File: src/rtl/sha3_padder.sv
// Input staging and pad insertion for the SHA3-512 core. It gathers 64-bit message words into a
// 576-bit rate block, adds the domain pad byte and zero fill, and holds the block until f_ack.
module sha3_padder #(
    parameter int         RATE_WORDS = 9,
    parameter logic [7:0] PAD_BYTE   = 8'h06
) (
    input  logic                     clk,
    input  logic                     reset,
    input  logic [63:0]              in,
    input  logic [2:0]               byte_num,
    input  logic                     in_ready,
    input  logic                     is_last,
    output logic                     buffer_full,
    output logic [RATE_WORDS*64-1:0] out,
    output logic                     out_ready,
    input  logic                     f_ack
);

    localparam int        BLK_W    = RATE_WORDS * 64;
    localparam logic [3:0] LAST_IDX = 4'(RATE_WORDS - 1);

    typedef enum logic [1:0] {S_FILL, S_PAD, S_FULL, S_DONE} state_t;

    state_t             state_reg, state_next;
    logic [3:0]         cnt_reg, cnt_next;
    logic               last_seen_reg, last_seen_next;
    logic [BLK_W-1:0]   out_reg, out_next;
    logic               out_ready_reg, buffer_full_reg;
    logic [63:0]        padded_word;
    logic               accept;

    assign accept      = in_ready & ~buffer_full_reg;
    assign out         = out_reg;
    assign out_ready   = out_ready_reg;
    assign buffer_full = buffer_full_reg;

    // Final word: keep bytes below byte_num, put the pad byte at byte_num, and zero everything after it.
    generate
        for (genvar gi = 0; gi < 8; gi++) begin : g_pad
            localparam int HI = 63 - 8 * gi;
            assign padded_word[HI -: 8] =
                (4'(gi) <  {1'b0, byte_num}) ? in[HI -: 8] :
                (4'(gi) == {1'b0, byte_num}) ? PAD_BYTE    : 8'h00;
        end
    endgenerate

    always_comb begin
        state_next     = state_reg;
        cnt_next       = cnt_reg;
        last_seen_next = last_seen_reg;
        out_next       = out_reg;
        case (state_reg)
            S_FILL: begin
                if (accept) begin
                    cnt_next = cnt_reg + 4'd1;
                    if (is_last) begin
                        out_next       = {out_reg[BLK_W-65:0], padded_word};
                        last_seen_next = 1'b1;
                        state_next     = (cnt_reg == LAST_IDX) ? S_FULL : S_PAD;
                    end else begin
                        out_next   = {out_reg[BLK_W-65:0], in};
                        state_next = (cnt_reg == LAST_IDX) ? S_FULL : S_FILL;
                    end
                end
            end
            S_PAD: begin
                out_next = {out_reg[BLK_W-65:0], 64'd0};
                cnt_next = cnt_reg + 4'd1;
                if (cnt_reg == LAST_IDX)
                    state_next = S_FULL;
            end
            S_FULL: begin
                if (f_ack) begin
                    cnt_next   = 4'd0;
                    state_next = last_seen_reg ? S_DONE : S_FILL;
                end
            end
            default: ;
        endcase
    end

    // The handshake outputs are decoded from the next state, so they change on the same edge as the state.
    always_ff @(posedge clk) begin
        if (reset) begin
            state_reg       <= S_FILL;
            cnt_reg         <= 4'd0;
            last_seen_reg   <= 1'b0;
            out_reg         <= '0;
            out_ready_reg   <= 1'b0;
            buffer_full_reg <= 1'b0;
        end else begin
            state_reg       <= state_next;
            cnt_reg         <= cnt_next;
            last_seen_reg   <= last_seen_next;
            out_reg         <= out_next;
            out_ready_reg   <= (state_next == S_FULL);
            buffer_full_reg <= (state_next != S_FILL);
        end
    end

endmodule

File: config.mk
export PLATFORM = sky130hd
export DESIGN_NAME = sha3_padder
export DESIGN_NICKNAME = d
export VERILOG_FILES = /design/src/rtl/sha3_padder.sv
export SDC_FILE = /design/constraint.sdc
export NUM_CORES = 1
export LEC_CHECK = 0
export CAP_MARGIN = 20
export CELL_PAD_IN_SITES_DETAIL_PLACEMENT = 0
export CELL_PAD_IN_SITES_GLOBAL_PLACEMENT = 1
export CORE_ASPECT_RATIO = 1.75
export CORE_MARGIN = 5
export CORE_UTILIZATION = 40
export CTS_CLUSTER_DIAMETER = 50
export CTS_CLUSTER_SIZE = 28
export DETAILED_ROUTE_END_ITERATION = 12
export DONT_BUFFER_PORTS = 1
export PLACE_DENSITY = 0.81
export SETUP_SLACK_MARGIN = 0.2
export SLEW_MARGIN = 10
export SYNTH_ARGS = -nofsm -noshare
export SYNTH_HDL_FRONTEND = slang
export SYNTH_SLANG_ARGS = --single-unit
File: constraint.sdc
create_clock -name clk -period 1.85 [get_ports clk]
set_input_delay 0.185 -clock clk [delete_from_list [all_inputs] [get_ports clk]]
set_output_delay 0.185 -clock clk [all_outputs]
set_load 0.03 [all_outputs]
# == After elaboration in Yosys (flattened, before gate mapping) ==
# Index checks and enable logic that the tools add are counted.
# word_totals
wordCells,66
inputBits,72
output_inout_bits,578
regBits,585
# op_classes
n_eq_ne,13
n_reduce_logical,8
magnitude_cmp,7
mux,29
addsub,1
bitwise,2
# op_table
cell,count
case mux 576 bit (2 select lines),1
2-to-1 mux 576 bit,1
2-to-1 mux 64 bit,1
2-to-1 mux 8 bit,7
2-to-1 mux 3 bit,8
2-to-1 mux 2 bit,7
== test 3 bit (first input constant),4
case mux 4 bit (3 select lines),1
< comparator 3 bit (first input constant),3
2-to-1 mux 4 bit,2
== test 2 x 3 -> 1 bit (first input constant),2
< comparator 1 x 3 -> 1 bit (first input constant),2
< comparator 2 x 3 -> 1 bit (first input constant),2
case mux 2 bit (3 select lines),1
AND reduction 3 bit,2
adder 4 x 1 -> 4 bit (second input constant),1
== test 2 bit (second input constant),2
== test 4 bit (second input constant),1
!= test 2 bit (second input constant),2
nonzero test 2 bit,2
== test 1 x 3 -> 1 bit (first input constant),1
zero test 3 bit,1
nonzero test 3 bit,1
== test 2 x 1 -> 1 bit (second input constant),1
other kinds (4),4

# == Longest topological paths before layout ==
# depth
ltp_word,6
mapped_depth,8
depth_no_buf,6

# == Least setup slack after synthesis ==
# No wires, ideal clock.
# synth_timing
kind,register to register
start,"reg buffer_full_reg, in the netlist buffer_full"
end,"reg out_reg[472], in the netlist out[472]"
path_stages_with_launch,8
period_less_slack_ns,1.767
arrival_time_ns,1.696
setup_slack_ns,0.083
setup_time_ns,0.071
path_buffers,3
t_required_ns,1.779
cell_sequence,dfxtp_1 > nor2b_1 > o21ai_1 > clkbuf_1 > buf_2 > buf_2 > nand2_1 > a21oi_1
# synth_via
elab_chain_len,4
# synth_lines
element,line,text
"start, declared",28,"logic out_ready_reg, buffer_full_reg;"
"start signal, assigned",97,buffer_full_reg <= (state_next != S_FILL);
NOT 1 bit,32,assign accept = in_ready & ~buffer_full_reg;
AND 1 bit,32,
!= test 2 bit (no line),n/a,
AND reduction 2 bit (no line),n/a,
"end signal, assigned",95,out_reg <= out_next;
"end, declared",27,"logic [BLK_W-1:0] out_reg, out_next;"
# No other way between the ends.
# A chain may end at the register's enable or synchronous reset.

# == Final worst setup path ==
# layout_timing
start,reg state_reg[1]
end,"reg out_reg[43], in the netlist out[43]"
# layout_via
elab_chain_len,3
word_cells_on_any_way,6
cone_classes,eq/ne: 2; mux: 1; reduce/logical: 3
# layout_lines
element,line,text
"start, declared",24,"state_t state_reg, state_next;"
"start signal, assigned",92,state_reg <= state_next;
== test 2 x 1 -> 1 bit or zero test 2 bit (tied branches),52,case (state_reg)
nonzero test 2 bit (no line) or != test 2 bit (tied branches),n/a,
AND reduction 2 bit (no line),n/a,
# Several ways; a longest one is shown, not always the timed one.

==> flow_summary.ini <==
[die]
ios = 650
fp.dieH_um = 333
initial_core_util_pct = 40.3
die_area_um2 = 64800
die_w_um = 195
core_area_um2 = 59200
fp-row-count = 118

[finish]
largest_reg_flops = 576
antenna_cells = 0
nNetsFinal = 2597
fillers = 5966
drive_gt1_share_pct = 7.50
synthToLayoutAreaGrowth_pct = -0.241

[power_and_ir_drop]
p_leak_nw = 7.69
peakVddDrop_v = 0.00101
cellPowerDensity_nw_per_um2 = 1030

[global_route]
grt_pass1_vias = 15300
grt_max_degree = 579
antenna_found_initial = 0
grt_pass1_wl_um = 99600
grt_overflow = 0
grt_util_all_layers_pct = 19.2

[clock_network]
clock_path_buffers = 3
root_buffer = clkbuf_16
cts_tree = built
htree_levels = 2
cts_num_sinks = 585
cts_buffers = 36
clkTransAtPathRegs_ps = 90
insertion_delay_ps = 570

[run]
maxCapViolCount = 0

[drt]
first_pass_iters = 5
viasPerCell = 5.13
vias = 17100
ant_nets = 0
routedWlPerCell_um = 20.9
drt-total-wl_um = 69700
route.detailed.drc = 0
drt_iter0_markers = 1186

[sta]
max_freq_ghz = 0.592
hold_slack_ps = -317
finalHoldViolCount = 212
worst_slack_ps = 161
finalSetupTns_ps = 0
maxSlewViolCount = 0
worst_pin_slew_ps = 1180
finalClockSkew_ps = 27.3
period_needed_ps = 1690
finalSetupViolCount = 0
post-route-period-util_pct = 91.3
rsz0062_at_grt = yes
slew_headroom_pct = 20.4

[place]
dpl_worst_slack_ps = 75.9
gp_congestion = 0.860
numPortBuffers = 0
hpwlAfterDp_um = 47700

[setup_path]
critical_path_class = reg -> reg
r2r_setup_slack_ps = 160
cp-end-kind = flip-flop
critPathLaunchType = flip-flop
arrival_ps = 2180
critPathMaxFanout = 7
required_ps = 2340

[run_status]
failed_checks = negative hold slack
status = finished, violations left

[worst_hold_path]
hold_class = in -> reg

[yosys]
ys.flop_type = dfxtp_1
syn-cell-area_um2 = 23900
synthArstFlopShare_pct = 0
yosysUniqueCellTypes = 33
syn_nets = 3106
ys_seq_elements = 585
synth-warning-count = 0
yosysSeqAreaShare_pct = 49.1
syn_inst = 3032
syn_avg_cell_area_um2 = 7.87
synth_edf_count = 0
==> critical path, stage by stage (launching register included) <==
cell	delay, ps
dfxtp_2	340
or4b_4	550
buf_12	170
nor3_4	180
buf_6	170
a22oi_2	60
nor2_1	140
==> cell usage in the layout (no fill, tap or decap), drive strengths merged, types with 2 or more instances in the layout <==
cell and instances:
a21o 2, a21oi 542, a22oi 42, and2 2
buf 84, bufinv 2, clkbuf 53, clkinv 11
clkinvlp 2, dfxtp 585, dlygate4sd3 56, ha 2
inv 13, nand2 1050, nand2b 3, nand3 12
nor2 51, nor2b 2, nor3 2, nor3b 2
o211ai 2, o21ai 19
==> report_power, final <==
part           internal (mW)  total, mW  leakage (nW)  switching [mW]
clock                   4.28       9.08         0.617            4.81
combinational          0.886       2.16          2.35            1.27
sequential              12.7       13.3          4.72           0.537
==> cells in the mapped netlist (3+ instances only) <==
master	instances	area [um2]
a21oi_1	540	2700
a22oi_1	42	315
buf_1	3	11.3
buf_2	21	105
buf_4	513	3850
clkbuf_1	163	612
dfxtp_1	585	11700
inv_1	5	18.8
nand2_1	1050	3940
nand2b_1	3	18.8
nand3_1	12	60.1
nor2_1	47	176
nor2_2	4	25.0
o21ai_0	16	80.1
o21ai_1	3	15.0
==> final timing paths <==
check	start	end	cells past startpoint
worst min-delay path	reset	out[554]	1
worst max-delay path	state_reg[1]	out[43]	6
worst max register to register	state_reg[1]	out[43]	6
worst min register to register	last_seen_reg	last_seen_reg	2
==> through the flow <==
| step | instance area (um2) | utilization (%) | std cells | total power, mW | hold WS [ps] |
|---|---|---|---|---|---|
| final | 23800 | 40.2 | 3328 | 24.5 | -317 |
| after global routing | 23800 | 40.2 | 3328 | 25.4 | -360 |
| after CTS | 23200 | 39.2 | 3305 | 24.5 | -329 |
| after detailed placement | 21100 | 35.7 | 3181 | 15.2 | 307 |
| after global placement | 21100 | 35.7 | 3181 | 15.1 | 304 |
| after floorplan | 23900 | - | 3032 | 14.8 | 333 |
==> routing by layer <==
metal,up-vias,GRT usage (%),routed length (um)
met5,-,0,0
met2,827,31.2,33000
met4,0,8.11,3160
met3,146,6.64,6970
li1,8207,-,-
met1,7891,23.1,26600
==> kinds of logic (layout without fill, tap and decap cells) <==
kind of cell             after synthesis  after routing  share of synthesized area [%]
AO/OA/AOI/OAI                        611            611                           13.4
adder cells (fa/ha/maj)                2              2                          0.105
buffers and inverters                705            221                           19.3
AND/OR/NAND/NOR                     1127           1127                           18.1
flip-flops                           585            585                           49.1
XOR/XNOR                               2              2                         0.0734
==> repair_timing <==
item	in CTS	in global routing
gates cloned	3	13
setup buffers	3	10
pin swaps	4	17
endpoints found under the hold margin	585	577
resized for setup	21	47
endpoints found under the setup margin	188	467
hold buffers	55	1
==> final cells by class <==
class                           count  area [um2]  share of cell area (%)
Multi-Input combinational cell   1742        7690                    32.3
Inverter                            5        18.8                  0.0789
Tap cell                          780         976                    4.10
Clock buffer                       40         947                    3.98
Timing Repair Buffer              153        2110                    8.85
Sequential cell                   585       11700                    49.2
Clock inverter                     23         342                    1.44
(Power assumes the default switching activity.)
